### config.mk
export PLATFORM = sky130hd
export DESIGN_NAME = psram_xfer_arb_flat
export DESIGN_NICKNAME = d
export VERILOG_FILES = /design/src/rtl/psram_xfer_arb_if.sv /design/src/rtl/psram_xfer_arb.sv /design/src/flat_wrapper.sv
export SDC_FILE = /design/constraint.sdc
export NUM_CORES = 1
export LEC_CHECK = 0
export BUFFER_PORTS_ARGS = -buffer_cell sky130_fd_sc_hd__buf_2
export CELL_PAD_IN_SITES_DETAIL_PLACEMENT = 0
export CELL_PAD_IN_SITES_GLOBAL_PLACEMENT = 1
export CORE_AREA = 2 2 177 179
export CTS_CLUSTER_SIZE = 12
export DETAILED_ROUTE_END_ITERATION = 12
export DIE_AREA = 0 0 179 181
export HOLD_SLACK_MARGIN = 0.08
export PLACE_DENSITY_LB_ADDON = 0.1
export SYNTH_ARGS = -nofsm -noshare
export SYNTH_HDL_FRONTEND = slang
export SYNTH_SLANG_ARGS = --single-unit
### constraint.sdc
create_clock -name clk_i -period 3.5 [get_ports clk_i]
set_input_delay 1.05 -clock clk_i [delete_from_list [all_inputs] [get_ports clk_i]]
set_output_delay 1.05 -clock clk_i [all_outputs]
set_load 0.05 [all_outputs]
### src/rtl/psram_xfer_arb_if.sv
// psram_xfer_arb_if: transfer port between the arbiter and psram_core.
// master: arbiter side (drives cflg/xfer_valid/xfer_rdwr/addr/wdata/wmask,
//         receives xfer_ready/xfer_done/rd_data).
// slave : core side (mirror of master).
interface psram_xfer_arb_if;
    logic        cflg;
    logic        xfer_valid;
    logic        xfer_rdwr;
    logic [31:0] addr;
    logic [63:0] wdata;
    logic [7:0]  wmask;
    logic        xfer_ready;
    logic        xfer_done;
    logic [63:0] rd_data;
    modport master (
        output cflg, xfer_valid, xfer_rdwr, addr, wdata, wmask,
        input  xfer_ready, xfer_done, rd_data
    );
    modport slave (
        input  cflg, xfer_valid, xfer_rdwr, addr, wdata, wmask,
        output xfer_ready, xfer_done, rd_data
    );
endinterface

### src/rtl/psram_xfer_arb.sv
// psram_xfer_arb: shares the psram_core transfer port between one config and two bus requesters.
// Ports: clk_i/rst_n_i (async active-low); cfg_req/rdwr in, cfg_gnt/done out;
//        bus_req/rdwr/addr/wdata/wmask in (2 ports), bus_gnt/done/rdata out;
//        err_o timeout flag; core: transfer port toward psram_core.
module psram_xfer_arb #(
    parameter int unsigned TIMEOUT_CYC = 4096
) (
    input  logic             clk_i,
    input  logic             rst_n_i,
    input  logic             cfg_req_i,
    input  logic             cfg_rdwr_i,
    output logic             cfg_gnt_o,
    output logic             cfg_done_o,
    input  logic [1:0]       bus_req_i,
    input  logic [1:0]       bus_rdwr_i,
    input  logic [1:0][31:0] bus_addr_i,
    input  logic [1:0][63:0] bus_wdata_i,
    input  logic [1:0][7:0]  bus_wmask_i,
    output logic [1:0]       bus_gnt_o,
    output logic [1:0]       bus_done_o,
    output logic [63:0]      bus_rdata_o,
    output logic             err_o,
    psram_xfer_arb_if.master core
);
    localparam logic [1:0] S_IDLE  = 2'd0;
    localparam logic [1:0] S_ISSUE = 2'd1;
    localparam logic [1:0] S_WAIT  = 2'd2;
    localparam logic [1:0] S_RESP  = 2'd3;

    logic [1:0]  r_state;
    logic        r_rr;
    logic        r_own_cfg;
    logic        r_own_port;
    logic        r_rdwr;
    logic        r_err;
    logic [31:0] r_addr;
    logic [63:0] r_wdata;
    logic [7:0]  r_wmask;
    logic [63:0] r_rdata;
    logic [31:0] r_cnt;
    logic        w_grant;
    logic        w_bus_gnt;
    logic        w_pick_port;
    logic        w_timeout;
    logic        w_resp_bus;

    always_comb begin
        // gated by rst_n_i so grants stay low while reset is held
        w_grant     = rst_n_i && r_state == S_IDLE && core.xfer_ready && (cfg_req_i || |bus_req_i);
        w_bus_gnt   = w_grant && !cfg_req_i;
        w_pick_port = bus_req_i[r_rr] ? r_rr : ~r_rr;
        w_timeout   = (r_state == S_ISSUE || r_state == S_WAIT) && r_cnt == 32'(TIMEOUT_CYC - 1);
        w_resp_bus  = r_state == S_RESP && !r_own_cfg;
    end

    assign cfg_gnt_o       = w_grant && cfg_req_i;
    assign bus_gnt_o       = {w_bus_gnt && w_pick_port, w_bus_gnt && !w_pick_port};
    assign cfg_done_o      = r_state == S_RESP && r_own_cfg;
    assign bus_done_o      = {w_resp_bus && r_own_port, w_resp_bus && !r_own_port};
    assign bus_rdata_o     = r_rdata;
    assign err_o           = r_err;
    assign core.xfer_valid = r_state == S_ISSUE;
    assign core.cflg       = r_own_cfg && r_state != S_IDLE;
    assign core.xfer_rdwr  = r_rdwr;
    assign core.addr       = r_addr;
    assign core.wdata      = r_wdata;
    assign core.wmask      = r_wmask;

    always_ff @(posedge clk_i or negedge rst_n_i) begin
        if (!rst_n_i) begin
            r_state    <= S_IDLE;
            r_rr       <= 1'b0;
            r_own_cfg  <= 1'b0;
            r_own_port <= 1'b0;
            r_rdwr     <= 1'b0;
            r_err      <= 1'b0;
            r_addr     <= '0;
            r_wdata    <= '0;
            r_wmask    <= '0;
            r_rdata    <= '0;
            r_cnt      <= '0;
        end else begin
            case (r_state)
                S_IDLE: if (w_grant) begin
                    r_state    <= S_ISSUE;
                    r_cnt      <= '0;
                    r_own_cfg  <= cfg_req_i;
                    r_own_port <= w_pick_port;
                    r_rdwr     <= cfg_req_i ? cfg_rdwr_i : bus_rdwr_i[w_pick_port];
                    r_addr     <= cfg_req_i ? 32'd0 : bus_addr_i[w_pick_port];
                    r_wdata    <= cfg_req_i ? 64'd0 : bus_wdata_i[w_pick_port];
                    r_wmask    <= cfg_req_i ? 8'd0 : bus_wmask_i[w_pick_port];
                    r_rr       <= cfg_req_i ? r_rr : ~w_pick_port;
                end
                S_ISSUE, S_WAIT: begin
                    r_cnt <= r_cnt + 32'd1;
                    if (w_timeout) begin
                        r_state <= S_RESP;
                        r_err   <= 1'b1;
                        r_rdata <= r_rdwr ? 64'd0 : r_rdata;
                    end else if (r_state == S_WAIT && core.xfer_done) begin
                        r_state <= S_RESP;
                        r_err   <= 1'b0;
                        r_rdata <= r_rdwr ? core.rd_data : r_rdata;
                    end else if (r_state == S_ISSUE && !core.xfer_ready) begin
                        r_state <= S_WAIT;
                    end
                end
                default: r_state <= S_IDLE;
            endcase
        end
    end
endmodule

### src/flat_wrapper.sv
// flat-port wrapper written by rule: the top's interface ports become plain ports
module psram_xfer_arb_flat 
#(
    parameter int unsigned TIMEOUT_CYC = 4096
)
  (clk_i, rst_n_i, cfg_req_i, cfg_rdwr_i, cfg_gnt_o, cfg_done_o, bus_req_i, bus_rdwr_i, bus_addr_i, bus_wdata_i, bus_wmask_i, bus_gnt_o, bus_done_o, bus_rdata_o, err_o, core_cflg, core_xfer_valid, core_xfer_rdwr, core_addr, core_wdata, core_wmask, core_xfer_ready, core_xfer_done, core_rd_data);
  psram_xfer_arb_if core_i ();
  input  logic clk_i;
  input  logic rst_n_i;
  input  logic cfg_req_i;
  input  logic cfg_rdwr_i;
  output logic cfg_gnt_o;
  output logic cfg_done_o;
  input  logic [1:0] bus_req_i;
  input  logic [1:0] bus_rdwr_i;
  input  logic [1:0][31:0] bus_addr_i;
  input  logic [1:0][63:0] bus_wdata_i;
  input  logic [1:0][7:0] bus_wmask_i;
  output logic [1:0] bus_gnt_o;
  output logic [1:0] bus_done_o;
  output logic [63:0] bus_rdata_o;
  output logic err_o;
  output wire logic [$bits(core_i.cflg)-1:0] core_cflg;
  output wire logic [$bits(core_i.xfer_valid)-1:0] core_xfer_valid;
  output wire logic [$bits(core_i.xfer_rdwr)-1:0] core_xfer_rdwr;
  output wire logic [$bits(core_i.addr)-1:0] core_addr;
  output wire logic [$bits(core_i.wdata)-1:0] core_wdata;
  output wire logic [$bits(core_i.wmask)-1:0] core_wmask;
  input wire logic [$bits(core_i.xfer_ready)-1:0] core_xfer_ready;
  input wire logic [$bits(core_i.xfer_done)-1:0] core_xfer_done;
  input wire logic [$bits(core_i.rd_data)-1:0] core_rd_data;
  assign core_cflg = core_i.cflg;
  assign core_xfer_valid = core_i.xfer_valid;
  assign core_xfer_rdwr = core_i.xfer_rdwr;
  assign core_addr = core_i.addr;
  assign core_wdata = core_i.wdata;
  assign core_wmask = core_i.wmask;
  assign core_i.xfer_ready = core_xfer_ready;
  assign core_i.xfer_done = core_xfer_done;
  assign core_i.rd_data = core_rd_data;
  psram_xfer_arb #(.TIMEOUT_CYC(TIMEOUT_CYC)) u_core (.clk_i(clk_i), .rst_n_i(rst_n_i), .cfg_req_i(cfg_req_i), .cfg_rdwr_i(cfg_rdwr_i), .cfg_gnt_o(cfg_gnt_o), .cfg_done_o(cfg_done_o), .bus_req_i(bus_req_i), .bus_rdwr_i(bus_rdwr_i), .bus_addr_i(bus_addr_i), .bus_wdata_i(bus_wdata_i), .bus_wmask_i(bus_wmask_i), .bus_gnt_o(bus_gnt_o), .bus_done_o(bus_done_o), .bus_rdata_o(bus_rdata_o), .err_o(err_o), .core(core_i));
endmodule
==> reports/metrics.cfg <==
[outcome]
status=finished clean

[setup_path]
crit_fanout=7
cp.arrival_ps=2260
required_ps=2450
crit_path_start_kind=flop
crit_type=flop to primary output
endpoint_kind=primary output

[place]
placed_area_mm2=0.0119
dp.final_hpwl_mm=24.1
gp_congestion=0.763
portBuffers=459
dp.cells=1658

[grt]
grt_max_degree=106
met3_usage_pct=4.25
grt_pass1_vias=8034
grt_usage_pct=19.2
use_met2_pct=34.1
antenna_found_initial=2
grt-busiest-layer=met2
use_met1_pct=23.5
grt_overflow_total=0
grt_pass1_wl_mm=47.5

[synth]
ys_types=45
synth_top_family_by_area=compound AO/OA/AOI/OAI gates
ys_warn_count=0
syn-num-nets=1129
synth-seq-cells=207
yosysSeqAreaShare_pct=56.7
synth_top_area_share_pct=56.7
synth_edf_count=0
synthXorXnorAreaFrac_pct=1.44
netlist_instances=841
synth_area_per_cell_um2=10.9
synth_mux_area_share_pct=11.7
synth-async-reset-ratio_pct=100
synth_compound_area_share_pct=15.0
yosys_most_used_dff=dfrtp_1
yosys.area_share.adder_pct=0.821
yosys.area.top_type=dfrtp_1
synthTopCellsByArea=dfrtp_1, mux2i_1, a22o_1, o21ai_0, nand2_1
syn_area_mm2=0.00914
yosys.area_share.simple_pct=11.6

[sta]
rsz0062_at_grt=false
post-route-period-util_pct=94.6
maxSlewViolCount=0
slew_headroom_pct=36.2
setup_viol=0
fin_crit_ps=3310
fin_tns_setup_ps=0
timing_hold_violations_final=0
max_freq_ghz=0.302
worst_pin_slew_ps=956
clock_skew_ps=19.3

[final_layout]
final_cell_mix=buf_2, dfrtp_1, nand2_1, o21ai_0, mux2i_1
post-route-util_pct=41.9
layout-drive-gt1-share_pct=40.8
area_delta_synth_final_pct=39.0
final_cells=1704
design_area_mm2=0.0127
layout_commonest_cell=buf_2
layout.nets=1577

[floorplan]
core_mm2=0.0303
rows=64
start_util_pct=30.1
dieWidth_um=179
dieArea_mm2=0.0324
fp.dieH_um=181
io-pin-count=460

[clock_network]
root_buffer=clkbuf_16
htree_levels=1
clk_pin_slew_worst_paths_ps=60
clockBufferDepth=3
clock_sinks=207
insertion_delay_ps=530
numCtsBuffers=25
cts_tree=yes

[routing]
first_iter_violations=339
vias=8007
antenna_left=0
wl_mm=32.2
via_per_inst=4.70
dr.pass1.iters=4
wl_per_cell_um=18.9
remaining_drc_errors=0

[power_and_ir_drop]
p_sw_uw=6290
swShare_pct=49.4
pwr-share-clk_pct=18.9
p_per_area_mw_per_mm2=1000
power_leakage_uw=0.00676
p_total_uw=12700
combPwrFrac_pct=50.4
ir_drop_v=0.000410
p_seq_share_pct=30.6
p_int_uw=6450

[hold_path]
hold_class=flop to flop

[job]
drv_cap=0

-- flip-flops by register name, summed over array words and instances, names as in the netlist --
signal / count
u_core.err_o: 1
u_core.core.addr: 32
u_core.r_rr: 1
u_core.core.wdata: 64
u_core.r_cnt: 32
u_core.core.xfer_rdwr: 1
u_core.r_state: 2
u_core.bus_rdata_o: 64
u_core.r_own_cfg: 1
u_core.r_own_port: 1
u_core.core.wmask: 8
-- cell type report --
type	count	area, µm²
fill	3062	17600
clock buffer	38	714
multi-input combinational	567	3740
antenna	1	2.50
sequential	207	5180
tap	396	495
timing repair buffer	481	2500
clock inverter	7	41.3
inverter	7	26.3
-- critical path, cell delays in order, from the launching register on --
cell and delay (ps):
dfrtp_1 420, inv_1 120, ha_2 260, nand3_2 130
or3_4 450, nor2b_2 150, buf_4 210
-- cells by family (layout without fill, tap and decap cells) --
family                     Yosys count  after routing
AOI/OAI and AO/OA                  214            214
xor gates and xnor gates            15             15
adders and majority gates            6              6
buffers and inverters               67            533
DFF                                207            207
muxes                              107            107
other                                0              1
and+or+nand+nor                    225            225
-- timing repair --
item / CTS / global route
hold buffers: 0 / 0
gates resized for setup: 2 / 2
gates cloned: 0 / 0
setup endpoints to repair: 2 / 2
buffers inserted: 0 / 0
-- metal layers --
metal	share of wire [%]	wire length [µm]	vias up
met1	40	12900	3757
met2	51	16400	297
met5	0.040	13	-
met3	7.5	2410	33
met4	1.7	547	2
li1	-	-	3918
-- final timing paths --
check                                      start                endpoint  slack (ps)  depth (start not counted)
min reg2reg                u_core.core.wdata[63]   u_core.core.wdata[63]         470                          2
max reg2reg                    u_core.r_state[0]  u_core.bus_rdata_o[28]         730                          8
min                        u_core.core.wdata[63]   u_core.core.wdata[63]         470                          2
min in group asynchronous                rst_n_i       u_core.r_state[0]         730                          2
max in group asynchronous                rst_n_i   u_core.core.wdata[63]        1300                          3
max                            u_core.r_state[0]            bus_gnt_o[0]         190                          6
-- power groups by stage --
| stage | Sequential [µW] | Combinational (µW) | Clock [µW] |
|---|---|---|---|
| floorplan | 6650 | 1840 | 0 |
| global placement | 3900 | 6510 | 0 |
| detailed placement | 3930 | 6510 | 0 |
| CTS | 3900 | 6530 | 2490 |
| global route | 4030 | 6800 | 2610 |
| finish | 3900 | 6420 | 2410 |
-- metrics by stage --
stage / hold WS, ps / setup WS [ps]
6_report: 470 / 189
5_1_grt: 486 / 45.7
4_1_cts: 477 / 5.77
3_3_place_gp: 457 / 195
3_5_place_dp: 464 / 216
2_1_floorplan: 465 / 75.5
-- cell usage after synthesis, types with 2 or more instances --
cell / n
dfrtp_1: 207
nor3b_1: 3
nand4_1: 9
buf_1: 13
and4_1: 2
clkbuf_1: 44
nand3_1: 11
inv_1: 7
nor3_1: 6
nor2b_1: 2
xnor2_1: 10
xor2_1: 5
nand2_1: 129
and2_1: 4
a21oi_1: 15
o31ai_1: 4
or2_2: 2
or4_1: 5
o21ai_0: 116
ha_1: 6
or3_1: 10
nor4_1: 12
buf_2: 3
o21a_1: 3
nor2_1: 21
a22o_1: 67
a21o_1: 2
mux2i_1: 106
Power figures use the tool's default switching activity.
